===== src/rtl/axi_sram_slv.sv =====
// AXI4 slave in front of a single-port synchronous SRAM (1-cycle read latency).
// Reads and writes are serialised onto the one SRAM port; FIXED and INCR bursts.
package axi_sram_pkg;
    typedef struct packed {
        logic [3:0]  aw_id;
        logic [31:0] aw_addr;
        logic [7:0]  aw_len;
        logic [2:0]  aw_size;
        logic [1:0]  aw_burst;
        logic        aw_valid;
        logic [31:0] w_data;
        logic [3:0]  w_strb;
        logic        w_last;
        logic        w_valid;
        logic        b_ready;
        logic [3:0]  ar_id;
        logic [31:0] ar_addr;
        logic [7:0]  ar_len;
        logic [2:0]  ar_size;
        logic [1:0]  ar_burst;
        logic        ar_valid;
        logic        r_ready;
    } axi_req_t;

    typedef struct packed {
        logic        aw_ready;
        logic        w_ready;
        logic [3:0]  b_id;
        logic [1:0]  b_resp;
        logic        b_valid;
        logic        ar_ready;
        logic [3:0]  r_id;
        logic [31:0] r_data;
        logic [1:0]  r_resp;
        logic        r_last;
        logic        r_valid;
    } axi_rsp_t;
endpackage

module axi_sram_slv #(
    parameter int  AddrWidth = 32,
    parameter int  DataWidth = 32,
    parameter int  IdWidth   = 4,
    parameter int  MemBytes  = 65536,
    parameter type axi_req_t = axi_sram_pkg::axi_req_t,
    parameter type axi_rsp_t = axi_sram_pkg::axi_rsp_t,
    localparam int MemAddrWidth = $clog2(MemBytes / 4)
) (
    input  logic                    clk_i,
    input  logic                    rst_ni,
    input  axi_req_t                axi_req_i,
    output axi_rsp_t                axi_rsp_o,
    output logic                    mem_req_o,
    output logic                    mem_we_o,
    output logic [MemAddrWidth-1:0] mem_addr_o,
    output logic [31:0]             mem_wdata_o,
    output logic [3:0]              mem_be_o,
    input  logic [31:0]             mem_rdata_i
);
    localparam logic [1:0] ST_IDLE  = 2'd0;
    localparam logic [1:0] ST_READ  = 2'd1;
    localparam logic [1:0] ST_WRITE = 2'd2;
    localparam logic [1:0] ST_WRESP = 2'd3;

    localparam logic [1:0] RESP_OKAY   = 2'b00;
    localparam logic [1:0] RESP_SLVERR = 2'b10;
    localparam logic [1:0] RESP_DECERR = 2'b11;
    localparam logic [1:0] BURST_WRAP  = 2'b10;

    localparam logic [AddrWidth:0]   MemLimit = (AddrWidth + 1)'(MemBytes);
    localparam logic [AddrWidth-1:0] AddrOne  = AddrWidth'(1);

    function automatic logic [1:0] beat_check(input logic [1:0] burst, input logic [2:0] size,
                                              input logic [AddrWidth-1:0] addr);
        if (burst == BURST_WRAP || size > 3'd2) begin
            return RESP_SLVERR;
        end else if ({1'b0, addr} >= MemLimit) begin
            return RESP_DECERR;
        end else begin
            return RESP_OKAY;
        end
    endfunction

    // Response codes are ordered so that the numerically larger one is the more severe.
    function automatic logic [1:0] resp_max(input logic [1:0] a, input logic [1:0] b);
        return (a > b) ? a : b;
    endfunction

    logic [1:0]           state_r;
    logic                 wr_first_r;
    logic [IdWidth-1:0]   id_r;
    logic [AddrWidth-1:0] addr_r;
    logic [7:0]           len_r;
    logic [2:0]           size_r;
    logic [1:0]           burst_r;
    logic [8:0]           beat_r;
    logic [1:0]           err_r;
    logic                 iss_done_r;
    logic                 r_valid_r;
    logic                 fresh_r;
    logic [DataWidth-1:0] r_data_r;
    logic [1:0]           r_resp_r;
    logic                 r_last_r;

    logic [1:0]           chk_s;
    logic [AddrWidth-1:0] addr_next_s;
    logic                 grant_w_s, grant_r_s, aw_hs_s, ar_hs_s, w_hs_s;
    logic                 in_len_s, short_s, r_issue_s, w_mem_s;
    logic [1:0]           w_err_s;
    logic [31:0]          r_data_s;

    assign chk_s       = beat_check(burst_r, size_r, addr_r);
    assign addr_next_s = (burst_r == 2'b00) ? addr_r : addr_r + (AddrOne << size_r);
    assign grant_w_s   = axi_req_i.aw_valid && (!axi_req_i.ar_valid || wr_first_r);
    assign grant_r_s   = axi_req_i.ar_valid && !grant_w_s;
    assign aw_hs_s     = (state_r == ST_IDLE) && grant_w_s;
    assign ar_hs_s     = (state_r == ST_IDLE) && grant_r_s;
    assign w_hs_s      = (state_r == ST_WRITE) && axi_req_i.w_valid;
    assign in_len_s    = beat_r <= {1'b0, len_r};
    assign short_s     = axi_req_i.w_last && (beat_r < {1'b0, len_r});
    assign w_err_s     = resp_max(chk_s, (in_len_s && !short_s) ? RESP_OKAY : RESP_SLVERR);
    assign r_issue_s   = (state_r == ST_READ) && !iss_done_r && (!r_valid_r || axi_req_i.r_ready);
    assign w_mem_s     = w_hs_s && in_len_s && (chk_s == RESP_OKAY);
    // Read data bypasses the holding register in the cycle it arrives from the SRAM.
    assign r_data_s    = fresh_r ? ((r_resp_r == RESP_OKAY) ? mem_rdata_i : 32'h0) : r_data_r;

    assign mem_req_o   = (r_issue_s && (chk_s == RESP_OKAY)) || w_mem_s;
    assign mem_we_o    = (state_r == ST_WRITE);
    assign mem_addr_o  = addr_r[MemAddrWidth+1:2];
    assign mem_wdata_o = axi_req_i.w_data;
    assign mem_be_o    = axi_req_i.w_strb;

    // AXI response channel assembly.
    always_comb begin
        axi_rsp_o          = '0;
        axi_rsp_o.aw_ready = aw_hs_s;
        axi_rsp_o.ar_ready = ar_hs_s;
        axi_rsp_o.w_ready  = (state_r == ST_WRITE);
        axi_rsp_o.b_valid  = (state_r == ST_WRESP);
        axi_rsp_o.b_id     = id_r;
        axi_rsp_o.b_resp   = err_r;
        axi_rsp_o.r_valid  = r_valid_r;
        axi_rsp_o.r_id     = id_r;
        axi_rsp_o.r_data   = r_data_s;
        axi_rsp_o.r_resp   = r_resp_r;
        axi_rsp_o.r_last   = r_last_r;
    end

    // Transaction FSM, burst tracking and R holding registers.
    always_ff @(posedge clk_i) begin
        if (!rst_ni) begin
            state_r    <= ST_IDLE;
            wr_first_r <= 1'b1;
            id_r       <= '0;
            addr_r     <= '0;
            len_r      <= 8'h0;
            size_r     <= 3'h0;
            burst_r    <= 2'h0;
            beat_r     <= 9'h0;
            err_r      <= RESP_OKAY;
            iss_done_r <= 1'b0;
            r_valid_r  <= 1'b0;
            fresh_r    <= 1'b0;
            r_data_r   <= '0;
            r_resp_r   <= RESP_OKAY;
            r_last_r   <= 1'b0;
        end else begin
            fresh_r <= 1'b0;
            if (fresh_r) begin
                r_data_r <= r_data_s;
            end
            case (state_r)
                ST_IDLE: begin
                    if (aw_hs_s) begin
                        id_r       <= axi_req_i.aw_id;
                        addr_r     <= axi_req_i.aw_addr;
                        len_r      <= axi_req_i.aw_len;
                        size_r     <= axi_req_i.aw_size;
                        burst_r    <= axi_req_i.aw_burst;
                        beat_r     <= 9'h0;
                        err_r      <= RESP_OKAY;
                        wr_first_r <= ~wr_first_r;
                        state_r    <= ST_WRITE;
                    end else if (ar_hs_s) begin
                        id_r       <= axi_req_i.ar_id;
                        addr_r     <= axi_req_i.ar_addr;
                        len_r      <= axi_req_i.ar_len;
                        size_r     <= axi_req_i.ar_size;
                        burst_r    <= axi_req_i.ar_burst;
                        beat_r     <= 9'h0;
                        err_r      <= RESP_OKAY;
                        iss_done_r <= 1'b0;
                        wr_first_r <= ~wr_first_r;
                        state_r    <= ST_READ;
                    end
                end
                ST_READ: begin
                    if (r_issue_s) begin
                        r_valid_r <= 1'b1;
                        fresh_r   <= 1'b1;
                        r_resp_r  <= chk_s;
                        r_last_r  <= (beat_r[7:0] == len_r);
                        beat_r    <= beat_r + 9'd1;
                        addr_r    <= addr_next_s;
                        if (beat_r[7:0] == len_r) begin
                            iss_done_r <= 1'b1;
                        end
                    end else if (r_valid_r && axi_req_i.r_ready) begin
                        r_valid_r <= 1'b0;
                        if (r_last_r) begin
                            state_r <= ST_IDLE;
                        end
                    end
                end
                ST_WRITE: begin
                    if (w_hs_s) begin
                        if (beat_r != 9'h1FF) begin
                            beat_r <= beat_r + 9'd1;
                        end
                        addr_r <= addr_next_s;
                        err_r  <= resp_max(err_r, w_err_s);
                        if (axi_req_i.w_last) begin
                            state_r <= ST_WRESP;
                        end
                    end
                end
                ST_WRESP: begin
                    if (axi_req_i.b_ready) begin
                        state_r <= ST_IDLE;
                    end
                end
                default: state_r <= ST_IDLE;
            endcase
        end
    end
endmodule


===== config.mk =====
export PLATFORM = sky130hd
export DESIGN_NAME = axi_sram_slv
export DESIGN_NICKNAME = d
export VERILOG_FILES = /design/src/rtl/axi_sram_slv.sv
export SDC_FILE = /design/constraint.sdc
export NUM_CORES = 1
export LEC_CHECK = 0
export ABC_AREA = 1
export CAP_MARGIN = 20
export CELL_PAD_IN_SITES_DETAIL_PLACEMENT = 1
export CELL_PAD_IN_SITES_GLOBAL_PLACEMENT = 1
export CORE_UTILIZATION = 32
export CTS_BUF_LIST = sky130_fd_sc_hd__clkbuf_4
export DETAILED_ROUTE_END_ITERATION = 8
export GPL_TIMING_DRIVEN = 0
export PLACE_DENSITY_LB_ADDON = 0.3
export SLEW_MARGIN = 10
export SYNTH_ARGS = -nofsm -noshare
export SYNTH_HDL_FRONTEND = slang
export SYNTH_SLANG_ARGS = --single-unit

===== constraint.sdc =====
create_clock -name clk_i -period 4.3 [get_ports clk_i]
set_clock_uncertainty 0.05 [all_clocks]
set_input_delay 0.86 -clock clk_i [delete_from_list [all_inputs] [get_ports clk_i]]
set_output_delay 0.86 -clock clk_i [all_outputs]
set_load 0.01 [all_outputs]

==> metrics.md <==
| Metric | Value |
|---|---|
| Antenna violations before repair | `1` |
| Core area | `approximately 0.021 mm²` |
| Worst path max stage delay | `around 0.54 ns` |
| Synth area leaders | `dfxtp_1 (30%), nand2_1 (19%), a21oi_1 (8.5%)` |
| Wirelength per Cell | `between 15 and 20 µm` |
| Die W | `~150 µm` |
| GRT Overall Usage | `a little under a quarter` |
| Antenna Violating Nets Remaining | `0` |
| Vias | `a little over 8000` |
| Worst r2r src | `beat_r[4]` |
| Pleak | `between 4 and 5 nW` |
| Crit. End Element | `primary output` |
| Most common cell after layout, fill and taps aside | `nand2_1` |
| Final wirelength | `25.9 mm` |
| Final setup vio count | `0` |
| Pre-CTS setup slack | `0.407 ns` |
| Buffers on Ports | `roughly 240` |
| Final Critical Period | `3.89 ns` |
| Drt first pass iters | `5` |
| Post-Synth XOR/XNOR Area | `under 10%` |
| Critical path cell sequence | `clkdlybuf4s50_1, nand3_2, clkinv_1, clkbuf_1, buf_4, clkdlybuf4s50_1` |
| Area Overhead vs Synth | `42.1%` |
| Compound-Gate Fraction of Synth Area | `between 10% and 20%` |
| Largest net degree at the start of global routing | `20` |
| Synth Area in Adders | `4.87%` |
| Most frequent cells in the layout | `nand2_1 (340), clkdlybuf4s50_1 (239), a21oi_1 (116), dfxtp_1 (101), nor2_1 (95)` |
| Worst Setup SP | `axi_req_i[90]` |
| Max-capacitance violation count | `0` |
| CTS tree | `done` |
| Terminus of the critical flop-to-flop path | `err_r[0]` |
| Num CTS Buffers | `9` |
| Main flop type after synthesis | `dfxtp_1` |
| Crit share post-route | `roughly nine tenths` |
| Slowest cell on crit path | `clkdlybuf4s50_1` |
| WP data required | `3.39 ns` |
| Worst Max-Slew Pin Slew | `0.760 ns` |
| Worst IR Drop VDD | `approximately 0.23 mV` |
| Synthesized area | `0.00683 mm²` |
| CTS root buf | `clkbuf_4` |
| Count of cells resized by post-cts repair | `0` |
| DRC | `0` |
| Status | `finished clean` |
| Fmax | `between 200 and 300 MHz` |
| Unrepaired setup endpoints after global routing | `false` |
| Synth Net Count | `between 1000 and 1500` |
| Worst Reg-to-Reg Cells | `16` |
| Slew Viols, Final | `0` |
| Skew-Pair Late Insertion Delay | `about 0.5 ns` |
| Gr ovfl total | `0` |
| GPL Wtd Cong | `~0.91` |
| Final net count | `about 1600` |
| WHS | `roughly 0.44 ns` |
| Bufs on Longest Clock Path | `2` |
| Vias in the first global route | `roughly 8000` |
| Sinks on Clock Net | `around 100` |
| Critical Path AT | `a little under 3 ns` |
| Register-to-register path setup slack | `about 1.7 ns` |
| Post-synthesis mux area share | `0%` |
| Fraction of layout cells with a size suffix above 1 | `6.77%` |
| Setup bufs post-CTS | `0` |
| Main combinational cell family by area after synthesis | `simple AND/OR/NAND/NOR gates` |
| Via-per-instance ratio | `about 5.0` |
| H-Tree Depth | `3` |
| Ys async rst share | `0%` |
| Largest area contributor in the netlist | `dfxtp_1` |
| Min-Delay Path Class | `reg2reg` |
| Setup TNS Final | `0 ns` |
| Worst-path clk slew | `roughly 0.16 ns` |
| Power Dens Cells | `roughly 500 mW/mm²` |
| Post-CTS Hold Buffers | `0` |
| Relative slew margins | `49.3%` |
| Initial Util | `between 30% and 40%` |
| Post-synth EDFFs | `0` |
| Endpoints failing hold | `0` |
| Final worst setup slack | `approximately 0.41 ns` |
| Netlist cell types | `34` |
| Die footprint | `0.0219 mm²` |
| Die height | `around 150 µm` |
| Number of synthesized register bits | `slightly above 100` |
| CP Launch Type | `input port` |
| Drt initial violations | `slightly below 400` |
| Hpwl dp | `around 21 mm` |
| IO Count | `approximately 280` |
| Seq/Total Area, Yosys | `29.6%` |
| First-pass GRT wire length | `41.1 mm` |
| Critical Path Sink | `axi_rsp_o[49]` |
| Overall Power | `around 4.8 mW` |
| FP Rows | `53` |
| Yosys top cell area share | `29.6%` |
| Cells after Synth | `between 1000 and 1500` |
| Simple-gate share of the synthesized area | `34.2%` |
| Ys Warns | `0` |
| Syn Area/Cell | `slightly above 6 µm²` |
| Critical path class | `in2out` |
| Crit Path Max Fanout | `10` |
| CP dominant cell by count | `clkdlybuf4s50_1` |
## layout make-up
type | instances | area [µm²]
inverter | 85 | 319
buffer | 106 | 637
clock inverter | 7 | 67.6
tap | 275 | 344
fill | 2814 | 11200
antenna | 1 | 2.50
sequential | 101 | 2020
multi-input combinational | 812 | 3860
timing repair buffer | 239 | 2390
clock buffer | 9 | 67.6
## through the flow
| step | util (%) | std cells | cell area, µm² |
|---|---|---|---|
| 4_1_cts | 46.3 | 1634 | 9710 |
| 6_report | 46.3 | 1635 | 9710 |
| 3_5_place_dp | 45.7 | 1618 | 9570 |
| 5_1_grt | 46.3 | 1635 | 9710 |
| 2_1_floorplan | - | 1104 | 6830 |
| 3_3_place_gp | 45.7 | 1618 | 9570 |
## registers in the layout, indices dropped and copies added, names as in the netlist, 2 cells and up
signal and count:
r_resp_r 2, err_r 2, addr_r 32, r_data_r 32
size_r 3, len_r 8, id_r 4, state_r 2
burst_r 2, beat_r 9
## Yosys cell counts (2+ instances only)
library cell and instances:
nand2_1 340, a21oi_1 116, dfxtp_1 101, nor2_1 95, nand3_1 89, inv_1 82
buf_4 62, o21ai_0 50, clkbuf_1 37, ha_1 25, o21ai_1 24, a31oi_1 17
nand4_1 11, nor3_1 11, xor2_1 7, buf_2 5, nand3b_1 4, and2_1 3
o21bai_1 3, and3_1 2, buf_1 2, clkinv_1 2, nand2_2 2, nor2_4 2
o2111ai_1 2, or2_2 2
## worst max-delay path, delay by kind of cell
family	cells	cell delay [ns]
buffers and inverters	5	1.86
AND/OR/NAND/NOR	1	0.26
## where the power goes
group / internal (mW) / switching (mW)
Sequential: 1.17 / 0.222
Clock: 0.135 / 0.386
Combinational: 1.14 / 1.76
## worst min path at each step
stage | startpoint | end | slack, ns | depth (start not counted)
6_report | r_data_r[24] | r_data_r[24] | 0.44 | 2
5_1_grt | r_data_r[28] | r_data_r[28] | 0.46 | 2
3_3_place_gp | r_data_r[20] | r_data_r[20] | 0.41 | 2
2_1_floorplan | wr_first_r | wr_first_r | 0.40 | 2
4_1_cts | r_data_r[13] | r_data_r[13] | 0.44 | 2
3_5_place_dp | r_data_r[13] | r_data_r[13] | 0.42 | 2
## logic make-up (layout without fill, tap and decap cells)
group,count (synthesis),count (layout)
AO/OA/AOI/OAI,214,214
XOR/XNOR,8,8
adder cells (fa/ha/maj),26,26
buffers and inverters,191,446
flip-flops,101,101
other,0,1
AND/OR/NAND/NOR,564,564
## layer usage
metal	vias to the layer above	share of wire, %	global-route usage [%]
met5	-	0	0
met1	3770	47	30.7
met4	0	1.4	5.88
met2	259	46	40.8
li1	4045	-	-
met3	26	5.8	3.50
(Power assumes the default switching activity.)
